[config.mk]
export PLATFORM = sky130hd
export DESIGN_NAME = pipe_hazard_ctl_flat
export DESIGN_NICKNAME = d
export VERILOG_FILES = /design/src/rtl/pipe_hazard_ctl_if.sv /design/src/rtl/pipe_hazard_ctl.sv /design/src/flat_wrapper.sv
export SDC_FILE = /design/constraint.sdc
export NUM_CORES = 1
export LEC_CHECK = 0
export CORE_UTILIZATION = 40
export DETAILED_ROUTE_END_ITERATION = 8
export PLACE_DENSITY = 0.71
export SYNTH_ARGS = -nofsm -noshare
export SYNTH_HDL_FRONTEND = slang
export SYNTH_SLANG_ARGS = --single-unit
[constraint.sdc]
create_clock -name clk -period 2 [get_ports clk]
set_input_delay 0.6 -clock clk [delete_from_list [all_inputs] [get_ports clk]]
set_output_delay 0.6 -clock clk [all_outputs]
set_load 0.005 [all_outputs]
[src/rtl/pipe_hazard_ctl_if.sv]
// Decode/branch-side signal bundle for the pipeline hazard controller.
// The master drives decode and branch status; the slave returns stall/flush and its counters.
interface pipe_hazard_ctl_if #(
    parameter int unsigned REGNOBITS = 6,
    parameter int unsigned CNTBITS   = 16
);
    logic [REGNOBITS-1:0] rs_D;
    logic [REGNOBITS-1:0] rt_D;
    logic                 usesrs_D;
    logic                 usesrt_D;
    logic                 wrreg_D;
    logic [REGNOBITS-1:0] wregno_D;
    logic                 isnop_D;
    logic                 mispred_B;
    logic                 stall_F;
    logic                 flush_D;
    logic [CNTBITS-1:0]   stallcnt;
    logic [CNTBITS-1:0]   flushcnt;
    logic                 busy;

    modport master (
        output rs_D, rt_D, usesrs_D, usesrt_D, wrreg_D, wregno_D, isnop_D, mispred_B,
        input  stall_F, flush_D, stallcnt, flushcnt, busy
    );

    modport slave (
        input  rs_D, rt_D, usesrs_D, usesrt_D, wrreg_D, wregno_D, isnop_D, mispred_B,
        output stall_F, flush_D, stallcnt, flushcnt, busy
    );
endinterface

[src/rtl/pipe_hazard_ctl.sv]
// Interlock controller: a shifting scoreboard of in-flight register writes.
// Stalls decode on RAW hazards, flushes decode on mispredict, and counts both events.
module pipe_hazard_ctl #(
    parameter int unsigned REGNOBITS = 6,
    parameter int unsigned DEPTH     = 2,
    parameter int unsigned CNTBITS   = 16
) (
    input  logic               clk,
    input  logic               reset,
    pipe_hazard_ctl_if.slave   bus
);

    logic [DEPTH-1:0]     r_valid;
    logic [REGNOBITS-1:0] r_regno [DEPTH];
    logic [CNTBITS-1:0]   r_stallcnt;
    logic [CNTBITS-1:0]   r_flushcnt;

    logic w_rs_hit;
    logic w_rt_hit;
    logic w_hazard;
    logic w_stall;
    logic w_load_valid;

    // Match decode sources against every valid in-flight destination (r0 included)
    always_comb begin
        w_rs_hit = 1'b0;
        w_rt_hit = 1'b0;
        for (int i = 0; i < int'(DEPTH); i++) begin
            if (r_valid[i] && (r_regno[i] == bus.rs_D)) w_rs_hit = 1'b1;
            if (r_valid[i] && (r_regno[i] == bus.rt_D)) w_rt_hit = 1'b1;
        end
    end

    // isnop_D gates first so garbage source fields never reach the stall output
    assign w_hazard     = !bus.isnop_D && ((bus.usesrs_D && w_rs_hit) || (bus.usesrt_D && w_rt_hit));
    assign w_stall      = w_hazard && !bus.mispred_B;
    assign w_load_valid = !bus.mispred_B && !w_stall && !bus.isnop_D && bus.wrreg_D;

    // Scoreboard shifts every edge; the last entry falls off as committed
    always_ff @(posedge clk or posedge reset) begin
        if (reset) begin
            r_valid <= '0;
            for (int i = 0; i < int'(DEPTH); i++) r_regno[i] <= '0;
        end else begin
            for (int i = int'(DEPTH) - 1; i > 0; i--) begin
                r_valid[i] <= r_valid[i-1];
                r_regno[i] <= r_regno[i-1];
            end
            r_valid[0] <= w_load_valid;
            r_regno[0] <= bus.wregno_D;
        end
    end

    // Saturating event counters
    always_ff @(posedge clk or posedge reset) begin
        if (reset) begin
            r_stallcnt <= '0;
            r_flushcnt <= '0;
        end else begin
            if (w_stall && (r_stallcnt != '1))
                r_stallcnt <= r_stallcnt + CNTBITS'(1);
            if (bus.mispred_B && (r_flushcnt != '1))
                r_flushcnt <= r_flushcnt + CNTBITS'(1);
        end
    end

    assign bus.stall_F  = w_stall;
    assign bus.flush_D  = bus.mispred_B;
    assign bus.stallcnt = r_stallcnt;
    assign bus.flushcnt = r_flushcnt;
    assign bus.busy     = |r_valid;

endmodule

[src/flat_wrapper.sv]
// flat-port wrapper written by rule: the top's interface ports become plain ports
module pipe_hazard_ctl_flat 
#(
    parameter int unsigned REGNOBITS = 6,
    parameter int unsigned DEPTH     = 2,
    parameter int unsigned CNTBITS   = 16
)
  (clk, reset, bus_rs_D, bus_rt_D, bus_usesrs_D, bus_usesrt_D, bus_wrreg_D, bus_wregno_D, bus_isnop_D, bus_mispred_B, bus_stall_F, bus_flush_D, bus_stallcnt, bus_flushcnt, bus_busy);
  pipe_hazard_ctl_if #(.REGNOBITS(REGNOBITS), .CNTBITS(CNTBITS)) bus_i ();
  input  logic clk;
  input  logic reset;
  input wire logic [$bits(bus_i.rs_D)-1:0] bus_rs_D;
  input wire logic [$bits(bus_i.rt_D)-1:0] bus_rt_D;
  input wire logic [$bits(bus_i.usesrs_D)-1:0] bus_usesrs_D;
  input wire logic [$bits(bus_i.usesrt_D)-1:0] bus_usesrt_D;
  input wire logic [$bits(bus_i.wrreg_D)-1:0] bus_wrreg_D;
  input wire logic [$bits(bus_i.wregno_D)-1:0] bus_wregno_D;
  input wire logic [$bits(bus_i.isnop_D)-1:0] bus_isnop_D;
  input wire logic [$bits(bus_i.mispred_B)-1:0] bus_mispred_B;
  output wire logic [$bits(bus_i.stall_F)-1:0] bus_stall_F;
  output wire logic [$bits(bus_i.flush_D)-1:0] bus_flush_D;
  output wire logic [$bits(bus_i.stallcnt)-1:0] bus_stallcnt;
  output wire logic [$bits(bus_i.flushcnt)-1:0] bus_flushcnt;
  output wire logic [$bits(bus_i.busy)-1:0] bus_busy;
  assign bus_i.rs_D = bus_rs_D;
  assign bus_i.rt_D = bus_rt_D;
  assign bus_i.usesrs_D = bus_usesrs_D;
  assign bus_i.usesrt_D = bus_usesrt_D;
  assign bus_i.wrreg_D = bus_wrreg_D;
  assign bus_i.wregno_D = bus_wregno_D;
  assign bus_i.isnop_D = bus_isnop_D;
  assign bus_i.mispred_B = bus_mispred_B;
  assign bus_stall_F = bus_i.stall_F;
  assign bus_flush_D = bus_i.flush_D;
  assign bus_stallcnt = bus_i.stallcnt;
  assign bus_flushcnt = bus_i.flushcnt;
  assign bus_busy = bus_i.busy;
  pipe_hazard_ctl #(.REGNOBITS(REGNOBITS), .DEPTH(DEPTH), .CNTBITS(CNTBITS)) u_core (.clk(clk), .reset(reset), .bus(bus_i));
endmodule
Yosys cells after proc, flatten, opt, wreduce, memory -nomap -nowiden --
Cells that the tools add are included.
Cells by class: add/sub/neg operators 2, equality and inequality tests 6, multiplexer cells 4, reduce and logical (&&, ||, !) cells 18
Operators with widths (number):
- adder 16 x 1 -> 16 bit (second input constant) | 2
- != test 16 bit (second input constant) | 2
- == test 6 bit | 4
- logical AND 1 bit | 13
- two-way mux 1 bit | 4
- logical NOT 1 bit | 3
- OR reduction 2 bit | 1
- logical OR 1 bit | 1
Storage, ports and cells: register bits 46, output and inout bits 35, word-level logic and storage cells 35

Longest topological paths before layout --
depth in word-level cells 12, depth in mapped cells 7

Worst setup path before layout --
Ideal clock, no wire load.
path kind input -> output, start input port bus_rs_D[0], end output port bus_stall_F, arrival time 1.464 ns, slack -0.064 ns, stages on the path 6, buffers on the path 1, cell sequence xnor2_1 -> nand4_1 -> o22ai_2 -> a32oi_2 -> buf_6 -> inv_1
Between the ends: word-level cells in the longest chain between the ends 8
Ends and longest elaborated chain:
- start: declaration | line flat_wrapper.sv:12 | input wire logic [$bits(bus_i.rs_D)-1:0] bus_rs_D;
- == test 6 bit | line pipe_hazard_ctl.sv:29 | if (r_valid[i] && (r_regno[i] == bus.rs_D)) w_rs_hit = 1'b1;
- logical AND 1 bit | line pipe_hazard_ctl.sv:29
- two-way mux 1 bit | line pipe_hazard_ctl.sv:29
- two-way mux 1 bit * | line pipe_hazard_ctl.sv:29
- logical AND 1 bit * | line pipe_hazard_ctl.sv:35 | assign w_hazard = !bus.isnop_D && ((bus.usesrs_D && w_rs_hit) || (bus.usesrt_D && w_rt_hit));
- logical OR 1 bit * | line pipe_hazard_ctl.sv:35
- logical AND 1 bit * | line pipe_hazard_ctl.sv:35
- logical AND 1 bit * | line pipe_hazard_ctl.sv:36 | assign w_stall = w_hazard && !bus.mispred_B;
- end: declaration | line flat_wrapper.sv:20 | output wire logic [$bits(bus_i.stall_F)-1:0] bus_stall_F;
Mark *: on every way between the ends. The rest lies on a longest branch, timed or not.

Final worst setup path --
start input port bus_rt_D[1], end output port bus_stall_F
Between the ends: word-level cells in the longest chain between the ends 8
Ends and longest elaborated chain:
- start: declaration | line flat_wrapper.sv:13 | input wire logic [$bits(bus_i.rt_D)-1:0] bus_rt_D;
- == test 6 bit | line pipe_hazard_ctl.sv:30 | if (r_valid[i] && (r_regno[i] == bus.rt_D)) w_rt_hit = 1'b1;
- logical AND 1 bit | line pipe_hazard_ctl.sv:30
- two-way mux 1 bit | line pipe_hazard_ctl.sv:30
- two-way mux 1 bit * | line pipe_hazard_ctl.sv:30
- logical AND 1 bit * | line pipe_hazard_ctl.sv:35
- logical OR 1 bit * | line pipe_hazard_ctl.sv:35
- logical AND 1 bit * | line pipe_hazard_ctl.sv:35
- logical AND 1 bit * | line pipe_hazard_ctl.sv:36
Marked as above.

==> results.md <==
- Global-route wire length before repair: 8590 um
- Clock share of power: 30.3%
- CTS clk-pin slew, worst paths: 80 ps
- Slew Limit Fails: 0
- CP startpoint kind: primary input
- Kind of critical path: primary input to output pin
- Psw: 0.0005827 W
- Core area: 5238 sq um
- CTS tree: done
- Drt total wl: 4899 um
- Wire per inst: 14.16 um
- Final worst-path setup slack: -189.6 ps
- Min-Delay Path Depth: 0
- Reg2reg start: u_core.r_regno[0]$_DFF_PP0_
- Row cnt: 26
- Clk_lat worst skew: 300 ps
- Met1 usage: 22.14%
- Power share of the combinational group: 19.5%
- Hold Buf Count CTS: 0
- # nets final: 302
- Pwr/cell area: 702.7 nW/um^2
- CP max-delay cell: a32oi_4
- IO Count: 60
- Maxcap violations: 0
- GPL Wtd Cong: 0.7456
- Endpoint of the worst hold path: u_core.r_regno[4]$_DFF_PP0_
- Worst Skew: 5.032 ps
- Initial DRC Count: 72
- Synth Area in Compound Gates: 3.549%
- Signal arrival time at the worst endpoint: 1590 ps
- DR pass1 iterations: 4
- CP max FO: 2
- Post-Synthesis Cells: 192
- VDD IR-drop max: 0.0004230 V
- Max stage delay on crit path: 250 ps
- Fillers: 456
- Initial antenna violation count: 0
- Vias per cell: 4.980
- Post-route ant nets: 0
- Die Wd: 76.52 um
- Critical path's top delay family: buffers and inverters
- # DRC: 0
- Total power: 0.002250 W
- Vias in the first global route: 1,820
- Register bit total from synthesis: 46
- Setup TNS: -205.9 ps
- Period minus WS final: 2190 ps
- Max Fclk: 0.4567 GHz
- Failing checks: setup timing
- CTS Sinks: 46
- Adder-cell share of the synthesized area: 1.127%
- Grt total ovfl: 0
- Gr busiest metal: met2
- Chip height: 76.52 um
- Full die area: 5855 sq um
- Post-synthesis mux area share: 2.197%
- Met2 Track Usage GR: 32.34%
- Worst reg2reg path depth: 7
- Switch share: 25.90%
- Yosys cell types: 34
- Flop2flop setup slack: -20 ps
- Total CTS buffers: 5
- Internal: 0.001667 W
- Register share of total power: 50.1%
- HPWL after DPL: 3509 um
- Syn Nets: 219
- Post-Syn Area per Cell: 11.57 sq um
- Fin. Hold Viols: 0
- CTS Buffer Depth: 2
- Simple-gate share of the synthesized area: 19.38%
- Starting density of the core: 42.40%
- YS warnings: 0
- Syn-to-layout area delta: 44.17%
- Slew HR: 72.03%
- Worst path bufs/invs: 3
- Largest family of logic cells by synthesized area: XOR/XNOR gates
- Crit. End Element: output pin
- Sequential area share after synthesis: 51.83%
- Ant diodes: 0
- Unrepaired setup endpoints after global routing: yes
- Worst Path Required: 1400 ps
- Xor and xnor fraction of the mapped netlist area: 19.72%
- Worst hold start: u_core.r_regno[10]$_DFF_PP0_
- P_leak: 1.412 nW
- Layout cells sized above 1: 25.00%
- Hold Crit Class: flip-flop to flip-flop
- GRT Util Overall: 18.57%
- Slew @ Worst Pin: 416.1 ps
- R2r endpoint: u_core.bus.stallcnt[14]$_DFFE_PP0P_
- Cell breakdown of the critical path: clkdlybuf4s15_2 -> xnor2_2 -> nand4_1 -> o22ai_2 -> a32oi_4 -> inv_2 -> buf_2
- # setup viols final: 2
- Status: finished with violations
- Crit share post-route: 109.5%
- CTS H-Tree Depth: 2
- Cell Area, Placed: 3050 sq um
- # port buffers: 59
- Post-route cell area: 3202 sq um
- Largest net degree at the start of global routing: 23
- CTS root buf: clkbuf_8
- GR Layer Usage met3: 4.431%
- Routed vias: 1,723
- Post-Syn Area: 2221 sq um
flip-flops by register name, summed over array words and instances (netlist names):
signal / flops
u_core.bus.flushcnt: 16
u_core.bus.stallcnt: 16
u_core.r_regno: 12
u_core.r_valid: 2
cell usage after synthesis (all sizes together):
library cell  count  area share (%)
dfrtp            46              52
xnor2            35              14
nand2            16             2.7
xor2             15             5.9
nand3            12             2.7
nand4            10             3.5
nor4              9             3.8
nor2              6             1.1
inv               5            0.85
nor3              5             1.1
a21oi             4            0.90
and2              4             1.2
mux2              4             2.2
and3              3            0.85
buf               3             1.4
ha                2             1.1
nand2b            2            0.56
nor3b             2            0.68
o22ai             2            0.85
a221oi            1            0.39
a31oi             1            0.28
a32oi             1            0.73
a41oi             1            0.39
and4              1            0.51
nor4b             1            0.39
or2               1            0.28
logic make-up (layout without fill, tap and decap cells):
kind of cell,Yosys count,after routing
AOI/OAI and AO/OA,10,10
xor gates and xnor gates,50,50
adders and majority gates,2,2
buffers and inverters,8,92
DFF,46,46
muxes,4,4
and+or+nand+nor,72,72
metrics by stage:
stage / util, % / setup WS [ps] / hold WS (ps) / instances
floorplan: - / -7.868 / 386.4 / 192
global placement: 58.24 / -953.0 / 431.7 / 336
detailed placement: 58.24 / -967.2 / 429.9 / 336
CTS: 60.44 / -201.8 / 451.3 / 345
global route: 61.13 / -257.2 / 472.5 / 346
finish: 61.13 / -189.6 / 443.8 / 346
layout make-up:
type	count	area [sq um]	share of cell area, %
clock buffer	7	76.32	2.384
clock inverter	1	30.03	0.9379
inverter	5	18.77	0.5862
multi-input combinational	138	1130	35.29
sequential	46	1151	35.95
tap	70	87.58	2.735
timing repair buffer	79	708.2	22.12
routing by layer:
metal  part of all wire (%)  vias to the layer above
met2                     50                       39
met1                     45                      845
met3                    3.9                        7
li1                       -                      832
met4                    1.5                        0
met5                      0                        -
worst max-delay path by stage:
| stage | startpoint | end | slack [ps] | depth (start not counted) |
|---|---|---|---|---|
| floorplan | bus_rs_D[0] | bus_stall_F | -8 | 6 |
| global placement | bus_rs_D[5] | bus_stall_F | -950 | 7 |
| detailed placement | bus_rs_D[0] | bus_stall_F | -970 | 7 |
| CTS | u_core.r_regno[1]$_DFF_PP0_ | bus_stall_F | -200 | 6 |
| global route | u_core.r_regno[2]$_DFF_PP0_ | bus_stall_F | -260 | 6 |
| finish | bus_rt_D[1] | bus_stall_F | -190 | 7 |
timing repair:
action,4_1_cts,5_1_grt
setup buffers,2,1
endpoints found under the setup margin,19,11
gates resized for setup,63,5
pin swaps,14,2
power by group through the flow:
| stage | registers [W] | clock network [W] | logic, W |
|---|---|---|---|
| 2_1_floorplan | 0.00113 | 0 | 0.000179 |
| 3_3_place_gp | 0.00114 | 0 | 0.000438 |
| 3_5_place_dp | 0.00114 | 0 | 0.000444 |
| 4_1_cts | 0.00113 | 0.000700 | 0.000446 |
| 5_1_grt | 0.00115 | 0.000728 | 0.000488 |
| 6_report | 0.00113 | 0.000683 | 0.000439 |
cells in the final DEF, fill, tap and decap left out, types with 3 or more instances in the layout:
master and instances:
mux2_2 3, nor4_2 4, and3_1 3, nor4_1 3, nand2_1 16, a21oi_1 4, buf_2 10, xnor2_1 28
buf_4 18, nand4_1 9, xnor2_2 7, inv_1 3, clkbuf_8 5, xor2_1 15, nor2_1 4, nor3_1 5
clkdlybuf4s50_1 42, clkdlybuf4s15_2 3, dfrtp_1 46, nand3_1 12
No activity file was read; power rests on OpenSTA's default activity.
